--- src/rtl/cell_test_pkg.sv ---
// Shared types and constants for the cell characterization sequencer.
package cell_test_pkg;

    typedef enum logic [2:0] {
        IDLE,
        APPLY,
        SETTLE,
        SAMPLE,
        FIN
    } t_cts_state;

    localparam int MAX_INPUTS = 4;
    localparam int MAX_VEC    = 16;
    localparam int ERR_W      = 5;

    function automatic logic [2:0] clamp_inputs(input logic [2:0] n);
        return (n > 3'(MAX_INPUTS)) ? 3'(MAX_INPUTS) : n;
    endfunction

endpackage

--- src/rtl/cell_test_settle_timer.sv ---
// Loadable down-counter timing the settle window of each vector.
module cell_test_settle_timer #(
    parameter int W        = 2,
    parameter int LOAD_VAL = 2
) (
    input  logic clk,
    input  logic rst_n,
    input  logic load,
    input  logic tick,
    output logic expire
);

    logic [W-1:0] cnt_q, cnt_d;

    always_comb begin
        cnt_d = cnt_q;
        if (load) begin
            cnt_d = W'(LOAD_VAL);
        end else if (tick && cnt_q != '0) begin
            cnt_d = cnt_q - W'(1);
        end
    end

    // Expire marks the last settle cycle so SAMPLE follows directly.
    assign expire = (cnt_q <= W'(1));

    always_ff @(posedge clk or negedge rst_n) begin
        if (!rst_n) begin
            cnt_q <= '0;
        end else begin
            cnt_q <= cnt_d;
        end
    end

endmodule

--- src/rtl/cell_test_sequencer.sv ---
// Exhaustive truth-table sequencer for cells sharing one stimulus bus.
// CELL_TEST_FAILMAP_EN adds the per-vector FAIL_MAP output.
module cell_test_sequencer
    import cell_test_pkg::*;
#(
    parameter int NUM_CUT       = 8,
    parameter int SEL_W         = 3,
    parameter int SETTLE_CYCLES = 2
) (
    input  logic               CLK,
    input  logic               RST_N,
    input  logic               START,
    input  logic [SEL_W-1:0]   CUT_SEL,
    input  logic [2:0]         N_INPUTS,
    input  logic [15:0]        EXP_TT,
    input  logic [NUM_CUT-1:0] OBS,
    output logic [3:0]         STIM,
    output logic [NUM_CUT-1:0] CUT_EN,
    output logic               BUSY,
    output logic               DONE,
    output logic               PASS,
    output logic               BAD_SEL,
    output logic [ERR_W-1:0]   ERR_CNT,
    output logic [3:0]         FIRST_FAIL
`ifdef CELL_TEST_FAILMAP_EN
    ,
    output logic [MAX_VEC-1:0] FAIL_MAP
`endif
);

    localparam int TW = (SETTLE_CYCLES < 2) ? 1 : $clog2(SETTLE_CYCLES + 1);

    t_cts_state         state_q, state_d;
    logic [3:0]         vec_q, vec_d;
    logic [SEL_W-1:0]   sel_q, sel_d;
    logic [2:0]         n_q, n_d;
    logic [15:0]        exp_q, exp_d;
    logic [3:0]         stim_q, stim_d;
    logic [NUM_CUT-1:0] cut_en_q, cut_en_d;
    logic               busy_q, busy_d;
    logic               done_q, done_d;
    logic               pass_q, pass_d;
    logic               bad_q, bad_d;
    logic [ERR_W-1:0]   err_q, err_d;
    logic [3:0]         ff_q, ff_d;
`ifdef CELL_TEST_FAILMAP_EN
    logic [MAX_VEC-1:0] fmap_q, fmap_d;
`endif

    logic               tmr_load, tmr_tick, tmr_expire;
    logic [NUM_CUT-1:0] start_onehot;
    logic               obs_bit;
    logic [3:0]         last_vec;

    cell_test_settle_timer #(
        .W        (TW),
        .LOAD_VAL (SETTLE_CYCLES)
    ) u_timer (
        .clk    (CLK),
        .rst_n  (RST_N),
        .load   (tmr_load),
        .tick   (tmr_tick),
        .expire (tmr_expire)
    );

    always_comb begin
        start_onehot = '0;
        obs_bit      = 1'b0;
        for (int i = 0; i < NUM_CUT; i++) begin
            if (CUT_SEL == SEL_W'(i)) start_onehot[i] = 1'b1;
            if (sel_q == SEL_W'(i)) obs_bit = OBS[i];
        end
    end

    // Last vector is 2^n - 1, which also serves as the stimulus mask.
    assign last_vec = 4'((5'd1 << n_q) - 5'd1);

    always_comb begin
        state_d  = state_q;
        vec_d    = vec_q;
        sel_d    = sel_q;
        n_d      = n_q;
        exp_d    = exp_q;
        stim_d   = stim_q;
        cut_en_d = cut_en_q;
        busy_d   = busy_q;
        done_d   = 1'b0;
        pass_d   = pass_q;
        bad_d    = bad_q;
        err_d    = err_q;
        ff_d     = ff_q;
`ifdef CELL_TEST_FAILMAP_EN
        fmap_d   = fmap_q;
`endif
        tmr_load = 1'b0;
        tmr_tick = 1'b0;
        unique case (state_q)
            IDLE: begin
                if (START) begin
                    sel_d  = CUT_SEL;
                    n_d    = clamp_inputs(N_INPUTS);
                    exp_d  = EXP_TT;
                    err_d  = '0;
                    ff_d   = '0;
                    pass_d = 1'b0;
                    vec_d  = '0;
`ifdef CELL_TEST_FAILMAP_EN
                    fmap_d = '0;
`endif
                    if (32'(CUT_SEL) >= NUM_CUT) begin
                        bad_d   = 1'b1;
                        state_d = FIN;
                    end else begin
                        bad_d    = 1'b0;
                        stim_d   = '0;
                        cut_en_d = start_onehot;
                        busy_d   = 1'b1;
                        state_d  = APPLY;
                    end
                end
            end
            APPLY: begin
                tmr_load = 1'b1;
                state_d  = (SETTLE_CYCLES == 0) ? SAMPLE : SETTLE;
            end
            SETTLE: begin
                tmr_tick = 1'b1;
                if (tmr_expire) state_d = SAMPLE;
            end
            SAMPLE: begin
                if (obs_bit != exp_q[vec_q]) begin
                    err_d = err_q + ERR_W'(1);
                    if (err_q == '0) ff_d = vec_q;
`ifdef CELL_TEST_FAILMAP_EN
                    fmap_d[vec_q] = 1'b1;
`endif
                end
                if (vec_q == last_vec) begin
                    state_d  = FIN;
                    done_d   = 1'b1;
                    busy_d   = 1'b0;
                    cut_en_d = '0;
                    stim_d   = '0;
                    pass_d   = (err_d == '0) && !bad_q;
                end else begin
                    vec_d   = vec_q + 4'd1;
                    stim_d  = (vec_q + 4'd1) & last_vec;
                    state_d = APPLY;
                end
            end
            FIN: begin
                // A rejected select enters FIN without DONE; pulse it here.
                if (done_q) begin
                    state_d = IDLE;
                end else begin
                    done_d = 1'b1;
                end
            end
            default: state_d = IDLE;
        endcase
    end

    always_ff @(posedge CLK or negedge RST_N) begin
        if (!RST_N) begin
            state_q  <= IDLE;
            vec_q    <= '0;
            sel_q    <= '0;
            n_q      <= '0;
            exp_q    <= '0;
            stim_q   <= '0;
            cut_en_q <= '0;
            busy_q   <= 1'b0;
            done_q   <= 1'b0;
            pass_q   <= 1'b0;
            bad_q    <= 1'b0;
            err_q    <= '0;
            ff_q     <= '0;
`ifdef CELL_TEST_FAILMAP_EN
            fmap_q   <= '0;
`endif
        end else begin
            state_q  <= state_d;
            vec_q    <= vec_d;
            sel_q    <= sel_d;
            n_q      <= n_d;
            exp_q    <= exp_d;
            stim_q   <= stim_d;
            cut_en_q <= cut_en_d;
            busy_q   <= busy_d;
            done_q   <= done_d;
            pass_q   <= pass_d;
            bad_q    <= bad_d;
            err_q    <= err_d;
            ff_q     <= ff_d;
`ifdef CELL_TEST_FAILMAP_EN
            fmap_q   <= fmap_d;
`endif
        end
    end

    assign STIM       = stim_q;
    assign CUT_EN     = cut_en_q;
    assign BUSY       = busy_q;
    assign DONE       = done_q;
    assign PASS       = pass_q;
    assign BAD_SEL    = bad_q;
    assign ERR_CNT    = err_q;
    assign FIRST_FAIL = ff_q;
`ifdef CELL_TEST_FAILMAP_EN
    assign FAIL_MAP   = fmap_q;
`endif

endmodule
--- config.mk ---
export PLATFORM = sky130hd
export DESIGN_NAME = cell_test_sequencer
export DESIGN_NICKNAME = d
export VERILOG_FILES = /design/src/rtl/cell_test_pkg.sv /design/src/rtl/cell_test_settle_timer.sv /design/src/rtl/cell_test_sequencer.sv
export SDC_FILE = /design/constraint.sdc
export NUM_CORES = 1
export LEC_CHECK = 0
export CORE_ASPECT_RATIO = 0.5
export CORE_MARGIN = 1.5
export CORE_UTILIZATION = 48
export DETAILED_ROUTE_END_ITERATION = 10
export GPL_ROUTABILITY_DRIVEN = 0
export PLACE_DENSITY = 0.85
export SLEW_MARGIN = 5
export SYNTH_ARGS = -nofsm -noshare
export SYNTH_HDL_FRONTEND = slang
export SYNTH_HIERARCHICAL = 1
export SYNTH_SLANG_ARGS = --single-unit
--- constraint.sdc ---
create_clock -name CLK -period 5.7 [get_ports CLK]
set_input_delay 0.57 -clock CLK [delete_from_list [all_inputs] [get_ports CLK]]
set_output_delay 0.57 -clock CLK [all_outputs]
set_load 0.01 [all_outputs]
==> results.cfg <==
[power_and_ir_drop]
p_leak_nw = 1.65
power_mw = 1.87
peakVddDrop_mv = 0.197
power.switching_mw = 0.735
intPower_mw = 1.13
switching_share_pct = 39.4
p_per_area_nw_per_um2 = 518
p_comb_share_pct = 46.8
p_seq_share_pct = 36.5
p_clk_share_pct = 16.7

[timing]
setup_ws_ns = 2.84
period_minus_slack_ns = 2.86
whs_ns = 0.410
rsz0062_at_grt = false
worstMarginPinSlew_ns = 1.21
hold_viol_final = 0
clock_skew_ns = 0.00653
fmax_mhz = 350
tns_ns = 0
maxSlewHeadroom_pct = 19.6
drv_slew = 0
finalSetupViolations = 0
fin_crit_sh_pct = 50.1

[global_routing]
grt_pass1_wl_um = 10700
track_usage_pct = 21.0
grt-ovfl-total = 0
first_global_vias = 2395
grt_max_degree = 56
grt_antenna_before_repair = 0

[layout]
diodes = 0
fin_util_pct = 63.9
drive_above_1_share_pct = 8.41
nNetsFinal = 384
fin_area_um2 = 3600
syn_to_final_growth_pct = 25.3
finalNonFillerCells = 418

[die]
core_um2 = 5630
die_y_um = 57.7
io-pin-count = 58
die_area_um2 = 6490
die_x_um = 112
row_count = 19
start_util_pct = 51.0

[flow_run]
drv_cap = 0

[min_path]
hp-class = in -> async

[critical_path]
arrival_ns = 3.04
r2r_cells = 8
ff2ff_setup_slack_ns = 2.84
cp.required_ns = 5.89
end_kind = flip-flop
cpMostUsedCell = nor2_1
critPathCapture = PASS
cp-startpoint = n_q[2]
path_class = reg -> reg
critPathMaxStageDelay_ns = 0.67
path_cells = or3_1 > ha_1 > xor2_1 > and3_1 > nand2_1 > nor2_1 > nor2_1 > a31o_1
slowest_stage = nor2_1
start_kind = flip-flop
cp_max_fo = 14
r2r_start = n_q[2]
reg2reg_to = PASS

[logic_synthesis]
async_flop_share_pct = 100
syn_nets = 337
synth_cells = 297
synth-warning-count = 6
postSynthAreaPerCell_um2 = 9.68
netlist_top_cells_area = dfrtp_1, nand2_1, mux4_2, o21ai_0, ha_1
synth-seq-cells = 55
synthTopCellsByCount = nand2_1, dfrtp_1, o21ai_0
synth_area_um2 = 2870
yosysMostFrequentCell = nand2_1
synth_top_area_share_pct = 47.9
yosysSeqAreaShare_pct = 47.9
synth_edf_count = 0
ys_types = 52
ys.flop_type = dfrtp_1
synth_area_leader_cell = dfrtp_1

[run_status]
violations = DRC
status = finished, violations left

[clock_network]
clock-sinks = 55
clkLatencyLatePin_ns = 0.29
cts_setup_buffers = 0
cts_tree = done
cts_buffer_depth = 2
clockRootBuffer = clkbuf_16
htreeDepth = 2
path_clk_slew_ns = 0.07
cts_inserted_buffers = 5
hold_buffers = 0
cts_resized = 0

[drt]
dr.pass1.iters = 8
wire_per_inst_um = 15.6
via_count = 2332
drc = 2
viasPerCell = 5.58
ant_nets = 0
drt_iter0_drc = 146
wl_um = 6520

[placed_design]
hpwl_um = 4700
place_area_um2 = 3450
preCtsSetupSlack_ns = 2.80
portBuffers = 56
placedCellCount = 410
[routing by layer]
metal / vias to the layer above / global-route usage [%] / part of all wire, %
met5: - / 0 / 0
met4: 0 / 7.41 / 1.7
met1: 1145 / 26.0 / 44
met3: 13 / 3.66 / 4.1
met2: 68 / 38.2 / 50
li1: 1106 / - / -
[power groups by stage]
| stage | combinational, mW | sequential (mW) | clock, mW |
|---|---|---|---|
| global route | 0.962 | 0.707 | 0.330 |
| floorplan | 0.644 | 0.655 | 0 |
| global placement | 0.829 | 0.673 | 0 |
| finish | 0.874 | 0.682 | 0.312 |
| CTS | 0.876 | 0.680 | 0.316 |
| detailed placement | 0.871 | 0.685 | 0 |
[logic make-up after synthesis]
| kind of cell | synth area share, % |
|---|---|
| other | 0.130 |
| buffers and inverters | 4.31 |
| adders and majority gates | 3.05 |
| DFF | 47.9 |
| and+or+nand+nor | 24.1 |
| AOI/OAI and AO/OA | 10.6 |
| muxes | 7.31 |
| xor gates and xnor gates | 2.61 |
[how the worst min path moves through the flow]
stage,from,slack (ns),depth (start not counted),to
6_report,RST_N,0.41,2,exp_q[7]
3_5_place_dp,STIM[1],0.46,2,STIM[1]
5_1_grt,RST_N,0.48,2,exp_q[2]
2_1_floorplan,RST_N,0.27,0,BUSY
3_3_place_gp,exp_q[8],0.45,2,exp_q[8]
4_1_cts,RST_N,0.44,2,exp_q[2]
[critical path, delay by kind of cell, from the launching register on]
family	cells	cell delay (ns)
AO/OA/AOI/OAI	1	0.20
adder cells (fa/ha/maj)	1	0.33
flip-flops	1	0.43
AND/OR/NAND/NOR	5	1.64
XOR/XNOR	1	0.14
[layout make-up]
| class | count | area, um2 |
|---|---|---|
| clock inverter | 1 | 8.76 |
| tap | 73 | 91.3 |
| clock buffer | 7 | 143 |
| sequential | 55 | 1380 |
| inverter | 9 | 33.8 |
| timing repair buffer | 58 | 571 |
| multi-input combinational | 215 | 1380 |
| fill | 436 | 2030 |
[cell usage in the layout, fill, tap and decap left out, types with 2 or more instances in the layout]
cell type        instances
o31ai_1                  4
nor3b_1                  3
nand4b_1                 3
clkbuf_16                5
or4b_2                   2
ha_1                     7
nand2b_1                 3
nand3b_1                 4
nor2b_1                  3
nand2_1                 87
nand3_1                  5
mux4_2                   6
o21ai_0                 19
dfrtp_1                 55
mux2i_1                  6
nor2_1                  13
a21oi_1                  5
clkdlybuf4s50_1         55
and2_1                   2
a31oi_1                  3
xnor2_1                  4
and3_1                   2
xor2_1                   2
buf_4                    2
or3_1                    4
inv_1                    9
a32o_1                   3
[flip-flops by register name, indices dropped and copies added (netlist names)]
name and cells:
state_q 3, DONE 1, PASS 1, vec_q 4, ERR_CNT 5, sel_q 3, exp_q 16, CUT_EN 8
STIM 4, u_timer/cnt_q 2, n_q 3, FIRST_FAIL 4, BUSY 1
No activity file was read; power rests on OpenSTA's default activity.
